### config.mk
export PLATFORM = sky130hd
export DESIGN_NAME = tdc_echo_collect
export DESIGN_NICKNAME = d
export VERILOG_FILES = /design/src/rtl/tdc_echo_collect.sv
export SDC_FILE = /design/constraint.sdc
export NUM_CORES = 1
export LEC_CHECK = 0
export ABC_AREA = 1
export CAP_MARGIN = 20
export CORE_MARGIN = 2
export CORE_UTILIZATION = 46
export CTS_CLUSTER_DIAMETER = 60
export DETAILED_ROUTE_END_ITERATION = 8
export PLACE_DENSITY = 0.66
export SYNTH_ARGS = -nofsm -noshare
export SYNTH_HDL_FRONTEND = slang
export SYNTH_SLANG_ARGS = --single-unit
### constraint.sdc
create_clock -name i_clk_50m -period 2.8 [get_ports i_clk_50m]
set_input_delay 0.56 -clock i_clk_50m [delete_from_list [all_inputs] [get_ports i_clk_50m]]
set_output_delay 0.56 -clock i_clk_50m [all_outputs]
set_load 0.01 [all_outputs]
### src/rtl/tdc_echo_collect.sv
// Pairs TDC rise/fall edges into per-angle-window echo lists using ping-pong banks,
// then streams the closed window out one pair per cycle while the next window fills.
module tdc_echo_collect #(
    parameter int DATA_W   = 16,
    parameter int ANGLE_W  = 16,
    parameter int MAX_ECHO = 4
) (
    input  logic               i_clk_50m,
    input  logic               i_rst,
    input  logic               i_motor_state,
    input  logic               i_angle_sync,
    input  logic [ANGLE_W-1:0] i_code_angle,
    input  logic               i_rise_new_sig,
    input  logic               i_fall_new_sig,
    input  logic [DATA_W-1:0]  i_rise_data,
    input  logic [DATA_W-1:0]  i_fall_data,
    input  logic               i_rise_err_sig,
    input  logic               i_fall_err_sig,
    output logic               o_echo_valid,
    output logic [DATA_W-1:0]  o_rise_data,
    output logic [DATA_W-1:0]  o_fall_data,
    output logic [2:0]         o_echo_idx,
    output logic               o_echo_last,
    output logic [ANGLE_W-1:0] o_code_angle_tdc,
    output logic               o_win_ovf,
    output logic               o_flush_abort,
    output logic               o_tdc_err_sig
);

    localparam int CNT_W = $clog2(MAX_ECHO + 1);
    localparam int IDX_W = (MAX_ECHO > 1) ? $clog2(MAX_ECHO) : 1;
    localparam logic [CNT_W-1:0] CNT_FULL = CNT_W'(MAX_ECHO);
    localparam logic [CNT_W-1:0] CNT_ONE  = CNT_W'(1);

    localparam logic [1:0] S_IDLE    = 2'd0;
    localparam logic [1:0] S_WAIT    = 2'd1;
    localparam logic [1:0] S_COLLECT = 2'd2;

    logic [1:0] state;
    logic       wr_bank;

    logic [1:0][MAX_ECHO-1:0][DATA_W-1:0] bank_rise;
    logic [1:0][MAX_ECHO-1:0][DATA_W-1:0] bank_fall;
    logic [1:0][CNT_W-1:0]                bank_cnt;
    logic [1:0][ANGLE_W-1:0]              bank_angle;
    logic [1:0]                           bank_ovf;

    logic              pend_vld;
    logic              pend_rise;
    logic [DATA_W-1:0] pend_data;

    logic             flush_act;
    logic             flush_bank;
    logic [IDX_W-1:0] flush_idx;

    // window control
    logic             win_sync;
    logic             win_start;
    logic             win_open;
    logic             open_bank;
    logic [CNT_W-1:0] base_cnt;
    logic             base_vld;
    logic             fl_last;

    // pairing result
    logic              st_en;
    logic [DATA_W-1:0] st_rise;
    logic [DATA_W-1:0] st_fall;
    logic              n_vld;
    logic              n_rise;
    logic [DATA_W-1:0] n_data;

    // closing-window half pair
    logic              cl_has;
    logic [DATA_W-1:0] cl_rise;
    logic [DATA_W-1:0] cl_fall;

    always_comb begin
        win_sync  = i_motor_state && i_angle_sync && (state == S_COLLECT);
        win_start = i_motor_state && i_angle_sync && (state == S_COLLECT || state == S_WAIT);
        win_open  = i_motor_state && (state == S_COLLECT || win_start);
        // edges coincident with a sync go into the freshly opened bank
        open_bank = win_sync ? ~wr_bank : wr_bank;
        base_cnt  = win_start ? '0 : bank_cnt[wr_bank];
        base_vld  = pend_vld && !win_start;
        fl_last   = (CNT_W'(flush_idx) + CNT_ONE) == bank_cnt[flush_bank];

        cl_has  = pend_vld || (bank_cnt[wr_bank] == '0);
        cl_rise = (pend_vld &&  pend_rise) ? pend_data : '0;
        cl_fall = (pend_vld && !pend_rise) ? pend_data : '0;
    end

    always_comb begin
        st_en   = 1'b0;
        st_rise = '0;
        st_fall = '0;
        n_vld   = base_vld;
        n_rise  = pend_rise;
        n_data  = pend_data;
        if (win_open) begin
            if (!base_vld) begin
                if (i_rise_new_sig && i_fall_new_sig) begin
                    st_en   = 1'b1;
                    st_rise = i_rise_data;
                    st_fall = i_fall_data;
                end else if (i_rise_new_sig) begin
                    n_vld  = 1'b1;
                    n_rise = 1'b1;
                    n_data = i_rise_data;
                end else if (i_fall_new_sig) begin
                    n_vld  = 1'b1;
                    n_rise = 1'b0;
                    n_data = i_fall_data;
                end
            end else if (pend_rise) begin
                if (i_fall_new_sig) begin
                    st_en   = 1'b1;
                    st_rise = pend_data;
                    st_fall = i_fall_data;
                    n_vld   = i_rise_new_sig;
                    n_rise  = 1'b1;
                    n_data  = i_rise_data;
                end else if (i_rise_new_sig) begin
                    st_en   = 1'b1;
                    st_rise = pend_data;
                    n_vld   = 1'b1;
                    n_rise  = 1'b1;
                    n_data  = i_rise_data;
                end
            end else begin
                if (i_rise_new_sig) begin
                    st_en   = 1'b1;
                    st_rise = i_rise_data;
                    st_fall = pend_data;
                    n_vld   = i_fall_new_sig;
                    n_rise  = 1'b0;
                    n_data  = i_fall_data;
                end else if (i_fall_new_sig) begin
                    st_en   = 1'b1;
                    st_fall = pend_data;
                    n_vld   = 1'b1;
                    n_rise  = 1'b0;
                    n_data  = i_fall_data;
                end
            end
        end
    end

    always_ff @(posedge i_clk_50m) begin
        if (i_rst) begin
            state            <= S_IDLE;
            wr_bank          <= 1'b0;
            bank_rise        <= '0;
            bank_fall        <= '0;
            bank_cnt         <= '0;
            bank_angle       <= '0;
            bank_ovf         <= '0;
            pend_vld         <= 1'b0;
            pend_rise        <= 1'b0;
            pend_data        <= '0;
            flush_act        <= 1'b0;
            flush_bank       <= 1'b0;
            flush_idx        <= '0;
            o_echo_valid     <= 1'b0;
            o_rise_data      <= '0;
            o_fall_data      <= '0;
            o_echo_idx       <= '0;
            o_echo_last      <= 1'b0;
            o_code_angle_tdc <= '0;
            o_win_ovf        <= 1'b0;
            o_flush_abort    <= 1'b0;
            o_tdc_err_sig    <= 1'b0;
        end else begin
            o_tdc_err_sig <= i_rise_err_sig | i_fall_err_sig;
            if (!i_motor_state) begin
                state         <= S_IDLE;
                pend_vld      <= 1'b0;
                bank_cnt      <= '0;
                bank_ovf      <= '0;
                flush_act     <= 1'b0;
                flush_idx     <= '0;
                o_flush_abort <= 1'b0;
                o_echo_valid  <= 1'b0;
                o_echo_last   <= 1'b0;
            end else begin
                o_echo_valid <= flush_act;
                o_echo_last  <= flush_act && fl_last;
                if (flush_act) begin
                    o_rise_data      <= bank_rise[flush_bank][flush_idx];
                    o_fall_data      <= bank_fall[flush_bank][flush_idx];
                    o_echo_idx       <= 3'(flush_idx);
                    o_code_angle_tdc <= bank_angle[flush_bank];
                    o_win_ovf        <= bank_ovf[flush_bank];
                    if (fl_last)
                        flush_act <= 1'b0;
                    else
                        flush_idx <= flush_idx + 1'b1;
                end

                case (state)
                    S_IDLE:  state <= S_WAIT;
                    S_WAIT:  if (i_angle_sync) state <= S_COLLECT;
                    default: state <= S_COLLECT;
                endcase

                if (win_sync) begin
                    // an empty window still reports one (0,0) pair
                    if (cl_has) begin
                        if (bank_cnt[wr_bank] != CNT_FULL) begin
                            bank_rise[wr_bank][IDX_W'(bank_cnt[wr_bank])] <= cl_rise;
                            bank_fall[wr_bank][IDX_W'(bank_cnt[wr_bank])] <= cl_fall;
                            bank_cnt[wr_bank] <= bank_cnt[wr_bank] + CNT_ONE;
                        end else begin
                            bank_ovf[wr_bank] <= 1'b1;
                        end
                    end
                    if (flush_act && !fl_last)
                        o_flush_abort <= 1'b1;
                    flush_act  <= 1'b1;
                    flush_idx  <= '0;
                    flush_bank <= wr_bank;
                    wr_bank    <= ~wr_bank;
                end

                if (win_start) begin
                    bank_cnt[open_bank]   <= '0;
                    bank_ovf[open_bank]   <= 1'b0;
                    bank_angle[open_bank] <= i_code_angle;
                end

                if (st_en) begin
                    if (base_cnt != CNT_FULL) begin
                        bank_rise[open_bank][IDX_W'(base_cnt)] <= st_rise;
                        bank_fall[open_bank][IDX_W'(base_cnt)] <= st_fall;
                        bank_cnt[open_bank] <= base_cnt + CNT_ONE;
                    end else begin
                        bank_ovf[open_bank] <= 1'b1;
                    end
                end

                pend_vld  <= n_vld;
                pend_rise <= n_rise;
                pend_data <= n_data;
            end
        end
    end

endmodule

# Word level (Yosys, flattened, before mapping)
# Cells that the tools add are included.
dict set report word_totals {
  regBits 376
  latch_bits 0
  ramBits 0
  rom_bits 0
  input_bits 56
  mem_count 0
}
dict set report op_classes {
  add_sub_neg 4
  n_mul 0
  div_mod_pow 0
  order_cmp 10
  n_eq_ne 8
  n_shift 0
  mux 125
  n_bitwise 10
  n_reduce_logical 32
}
# operator n
set ops {}
lappend ops {{$mux 128} 14}
lappend ops {{$bwmux 128} 4}
lappend ops {{$mux 16} 31}
lappend ops {{$mux 64} 6}
lappend ops {{$demux 64 s1} 2}
lappend ops {{$bmux 16 s2} 2}
lappend ops {{$demux 16 s2} 2}
lappend ops {{$mux 6} 10}
lappend ops {{$bwmux 32} 1}
lappend ops {{$mux 1} 27}
lappend ops {{$mux 2} 11}
lappend ops {{$mux 3} 7}
lappend ops {{$demux 16 s1} 1}
lappend ops {{$logic_and 1x1->1} 14}
lappend ops {{$bwmux 6} 2}
lappend ops {{$reduce_and 2->1} 5}
lappend ops {{$lt 2x3->1 const B} 3}
lappend ops {{$reduce_and 4->1} 2}
lappend ops {{$add 3x1->3 const B} 2}
lappend ops {{$and 6x6->6} 1}
lappend ops {{$demux 3 s1} 2}
lappend ops {{$lt 1x2->1 const B} 3}
lappend ops {{$ne 3x3->1 const B} 2}
lappend ops {{$not 6->6} 1}
lappend ops {{other kinds (23)} 34}

# Longest topological paths before layout
dict set report logic_depth {
  depth_word 17
  ltp_mapped 16
  depth_no_buf 14
}

# Least setup slack after synthesis
# Ideal clock, no wire load.
dict set report synth_timing {
  path_kind {input-to-reg}
  from {in i_motor_state}
  to {reg bank_fall[79] (netlist name)}
  setup_ns 0.132
  t_arrival_ns 2.566
  slack_ns 0.102
  stages 15
  path_buffers 3
  path_cell_list {buf_4 > nand3_4 > inv_2 > buf_1 > nor2_1 > inv_1 > ha_1 > inv_1 > nor2_1 > nor2_2 > nand3_2 > clkbuf_1 > nand3_1 > nand3_1 > a21oi_1}
}
dict set report synth_via {
  elab_chain_cells 12
  elab_cells_between_ends 30
}
# element line_no
set synth_lines {}
lappend synth_lines {{start, declared} 10} ;# input logic i_motor_state,
lappend synth_lines {{$logic_and 1x1->1} {79, 80}}
lappend synth_lines {{$logic_and 1x1->1} 80} ;# win_start = i_motor_state && i_angle_sync && (state == S_COLLECT || state == S_WAIT);
lappend synth_lines {{$mux 3} 84} ;# base_cnt = win_start ? '0 : bank_cnt[wr_bank];
lappend synth_lines {{$lt 2x3->1 (implied by the code) / $ge 2x1->1 (equally long branches)} 234} ;# bank_fall[open_bank][IDX_W'(base_cnt)] <= st_fall;
lappend synth_lines {{$logic_and 1x1->1 (implied by the code)} 234}
lappend synth_lines {{$mux 16 (implied by the code)} 234}
lappend synth_lines {{$demux 16 s2} 234}
lappend synth_lines {{$mux 64 (implied by the code)} 234}
lappend synth_lines {{$demux 64 s1} 234}
lappend synth_lines {{$bwmux 128} 234}
lappend synth_lines {{$mux 128} 232} ;# if (base_cnt != CNT_FULL) begin
lappend synth_lines {{$mux 128} 231} ;# if (st_en) begin
lappend synth_lines {{end signal, assigned by index} 211} ;# bank_fall[wr_bank][IDX_W'(bank_cnt[wr_bank])] <= cl_fall;
lappend synth_lines {{end signal, assigned by index} 234}
lappend synth_lines {{end, declared} 43} ;# logic [1:0][MAX_ECHO-1:0][DATA_W-1:0] bank_fall;
# Parallel ways exist; a longest one is shown, timed or not. The select of a mux whose other input is x is not followed.
# A chain may end at the register's enable or synchronous reset.

# Final worst setup path
dict set report layout_timing {
  from {reg wr_bank}
  to {reg bank_rise[5] (netlist name)}
}
dict set report layout_via {
  elab_chain_cells 17
  elab_cells_between_ends 38
}
# element line_no
set layout_lines {}
lappend layout_lines {{start, declared} 40} ;# logic wr_bank;
lappend layout_lines {{start signal, assigned} 222} ;# wr_bank <= ~wr_bank;
lappend layout_lines {{$mux 3 (implied by the code) (2 in a row)} {84, 88, 209}}
lappend layout_lines {{$lt 2x3->1 (implied by the code) / $ge 2x1->1 (equally long branches)} 210} ;# bank_rise[wr_bank][IDX_W'(bank_cnt[wr_bank])] <= cl_rise;
lappend layout_lines {{$logic_and 1x1->1 (implied by the code)} 210}
lappend layout_lines {{$mux 16 (implied by the code)} 210}
lappend layout_lines {{$demux 16 s2} 210}
lappend layout_lines {{$mux 64 (implied by the code)} 210}
lappend layout_lines {{$demux 64 s1} 210}
lappend layout_lines {{$bwmux 128} 210}
lappend layout_lines {{$mux 128} 209} ;# if (bank_cnt[wr_bank] != CNT_FULL) begin
lappend layout_lines {{$mux 128} 208} ;# if (cl_has) begin
lappend layout_lines {{$mux 128} 206} ;# if (win_sync) begin
lappend layout_lines {{$mux 128} 175} ;# if (!i_motor_state) begin
lappend layout_lines {{$mux 128} 150} ;# if (i_rst) begin
lappend layout_lines {{$bwmux 128} 233} ;# bank_rise[open_bank][IDX_W'(base_cnt)] <= st_rise;
lappend layout_lines {{$mux 128} 232}
lappend layout_lines {{$mux 128 *} 231}
lappend layout_lines {{end signal, assigned by index} 210}
lappend layout_lines {{end signal, assigned by index} 233}
lappend layout_lines {{end, declared} 42} ;# logic [1:0][MAX_ECHO-1:0][DATA_W-1:0] bank_rise;
# Every way passes the cells marked *; elsewhere a longest branch is shown, timed or not. The select of a mux whose other input is x is not followed.

==> results.cfg <==
[status]
status = finished, violations left
violations = design-rule violations

[route]
ant_nets = 0
drt_iter0_drc = 4395
wl_per_cell_um = 22.3
vias_per_cell = 6.26
drt_drc_violations_left = 4
vias = 28800
wl_um = 102000
drt_first_pass_iters = 9

[finish]
area_growth_syn_to_layout_pct = 18.9
fillCellCount = 5182
layout.nets = 3957
diodes = 0
multi_input_area_sq_um = 14300
finalNonFillerCells = 4597
seqCellArea_sq_um = 7530
drive_above_1_share_pct = 8.50

[sta]
rsz0062_at_grt = true
relSlewSlack_pct = 22.5
fin_crit_ps = 2660
post-route-period-util_pct = 95.1
clock-skew-final_ps = 10.8
worstMarginPinSlew_ps = 1160
finalMaxSlewViolations = 0
setup_viol = 0
maxClockFrequency_mhz = 376
whs_ps = 385
layout_setup_ws_ps = 138
hold_violations = 0

[cts]
cts_buffer_depth = 3
tritoncts = built
clk_pin_slew_ps = 60
numCtsBuffers = 48
ctsHoldBuffers = 0
cts_sinks = 376
clock_latency_ps = 590
h-tree-depth = 2
cts_root_buf = clkbuf_16

[logic_synthesis]
synth_edf_count = 0
syn_avg_cell_area_sq_um = 6.09
ys.flop_type = dfxtp_1
synth_top_cell_area_share_pct = 31.8
ys_ff_latch = 376
synth_cells = 3888
async_reset_ff_share_pct = 0
ys_warn_count = 0
syn-num-nets = 3961
synthesis.area_sq_um = 23700
synth_top_area_cell = dfxtp_1
yosys-top-cells-area = dfxtp_1 (32%), nand3_1 (21%), nand2_1 (15%)
ys_types = 33
synth_seq_area_share_pct = 31.8

[global_routing]
overflow = 0
antenna_found_initial = 0
first_global_vias = 26300
grt_start_max_net_pins = 211
grt_first_pass_wirelength_um = 157000
grt_use_total_pct = 37.3

[floorplan]
rows = 83
die_h_um = 231
pin_count = 112
die-area_sq_um = 53300
die_x_um = 231
core_sq_um = 51100
initial_core_util_pct = 46.4

[setup_path]
crit_fanout = 29
cp_common_cell = buf_4
critPathKind = reg -> reg
cpMaxStageDelayCell = buf_4
worst-r2r-setup-slack_ps = 140
cpPeakStageDelay_ps = 490
cp-end-kind = register
crit_arrival_ps = 3130
cp_cell_sequence = inv_2, or2_2, o21ai_0, buf_4, nor2_1, inv_1, ha_2, buf_4, buf_4, nand3_1, nand3_1, a21oi_1
critPathLaunchType = register
required_ps = 3270

[hold_path]
holdCritPathClass = in -> reg

[pwr]
power.total_mw = 12.8
p_leak_nw = 10.8
ir_drop_v = 0.000457
powerDensity_nw_per_um2 = 455

[placed_design]
place_hpwl_um = 58300
placed_cells = 4509
gp_congestion = 0.887
port_buffers = 110
pre_cts_slack_ps = -116

[job]
maxCapViolations = 0
==> synth_stat cells, types with 2 or more instances <==
library cell	n
nand3_2	3
nand3_1	1012
nor3_1	3
inv_1	117
clkinv_1	4
o21a_1	2
a211oi_1	10
xor2_1	3
nand4_1	99
buf_1	20
dfxtp_1	376
xnor2_1	3
inv_2	6
o22ai_1	65
clkbuf_1	241
nand3_4	2
o211ai_1	18
nand2_1	961
buf_4	18
ha_1	17
nand2_2	3
nor2_1	226
buf_2	88
o21ai_0	266
a21oi_1	317
==> state kept, by name, summed over array words and instances, names as in the netlist, 2 cells and up <==
| register | flops |
|---|---|
| bank_fall | 128 |
| flush_idx | 2 |
| o_rise_data | 16 |
| o_echo_idx | 2 |
| bank_cnt | 6 |
| o_fall_data | 16 |
| bank_rise | 128 |
| pend_data | 16 |
| state | 2 |
| bank_angle | 32 |
| o_code_angle_tdc | 16 |
| bank_ovf | 2 |
==> kinds of logic (layout without fill, tap and decap cells) <==
kind of cell	count (synthesis)	count (layout)	synth area share [%]
XOR/XNOR	6	6	0.222
flip-flops	376	376	31.8
AO/OA/AOI/OAI	681	681	15.2
other	1	1	0.0158
buffers and inverters	495	524	8.62
adder cells (fa/ha/maj)	17	17	0.898
AND/OR/NAND/NOR	2312	2312	43.3
==> worst paths after layout <==
| check | start | endpoint | depth (start not counted) |
|---|---|---|---|
| max | wr_bank | bank_rise[5] | 12 |
| min reg2reg | bank_angle[31] | bank_angle[31] | 2 |
| min | i_motor_state | flush_bank | 3 |
| max reg2reg | wr_bank | bank_rise[5] | 12 |
==> placed cells by master, fill, tap and decap left out, types with 49 or more instances in the layout <==
cell type           n
clkdlybuf4s50_1   108
a21oi_1           315
nand4_1            99
nor2_1            216
buf_4             141
buf_12             63
inv_1             115
dfxtp_1           374
nand3_1          1006
clkbuf_16          49
o21ai_0           266
nand2_1           956
o22ai_1            65
==> through the flow <==
step,util (%),setup TNS (ps),instance area [sq um]
after floorplan,-,0,23700
after global placement,51.9,-6520,26500
after detailed placement,51.9,-10280,26500
after CTS,55.0,0,28100
after global routing,55.1,-2.58,28200
final,55.1,0,28200
==> worst max-delay path: cells and delay by family (launching register included) <==
kind | cells | cell delay (ps)
DFF | 1 | 370
AOI/OAI and AO/OA | 2 | 200
adders and majority gates | 1 | 190
buffers and inverters | 5 | 1110
and+or+nand+nor | 4 | 650
==> power breakdown <==
| group | total [mW] | switching [mW] | internal, mW |
|---|---|---|---|
| clock | 6.45 | 2.59 | 3.87 |
| combinational | 0.956 | 0.669 | 0.287 |
| sequential | 5.40 | 0.0209 | 5.38 |
==> routing by layer <==
layer	global-route usage, %	vias to the layer above	wire length (um)
li1	-	13300	-
met2	56.1	1913	43400
met1	47.9	13200	39500
met4	23.3	0	6910
met5	0	-	0
met3	9.09	424	12600
==> area by class of cell <==
type	count	share of cell area (%)
clock inverters	14	0.706
clock buffers	69	5.01
inverters	127	1.72
flip-flops and latches	376	26.7
multi-input cells	3017	50.6
repair buffers	314	12.2
well taps	680	3.02
==> what timing repair did <==
item | CTS | global route
hold endpoints to repair | 0 | 0
endpoints found under the setup margin | 0 | 129
gates resized for setup | 0 | 4
buffers inserted | 0 | 5
(Power assumes the default switching activity.)
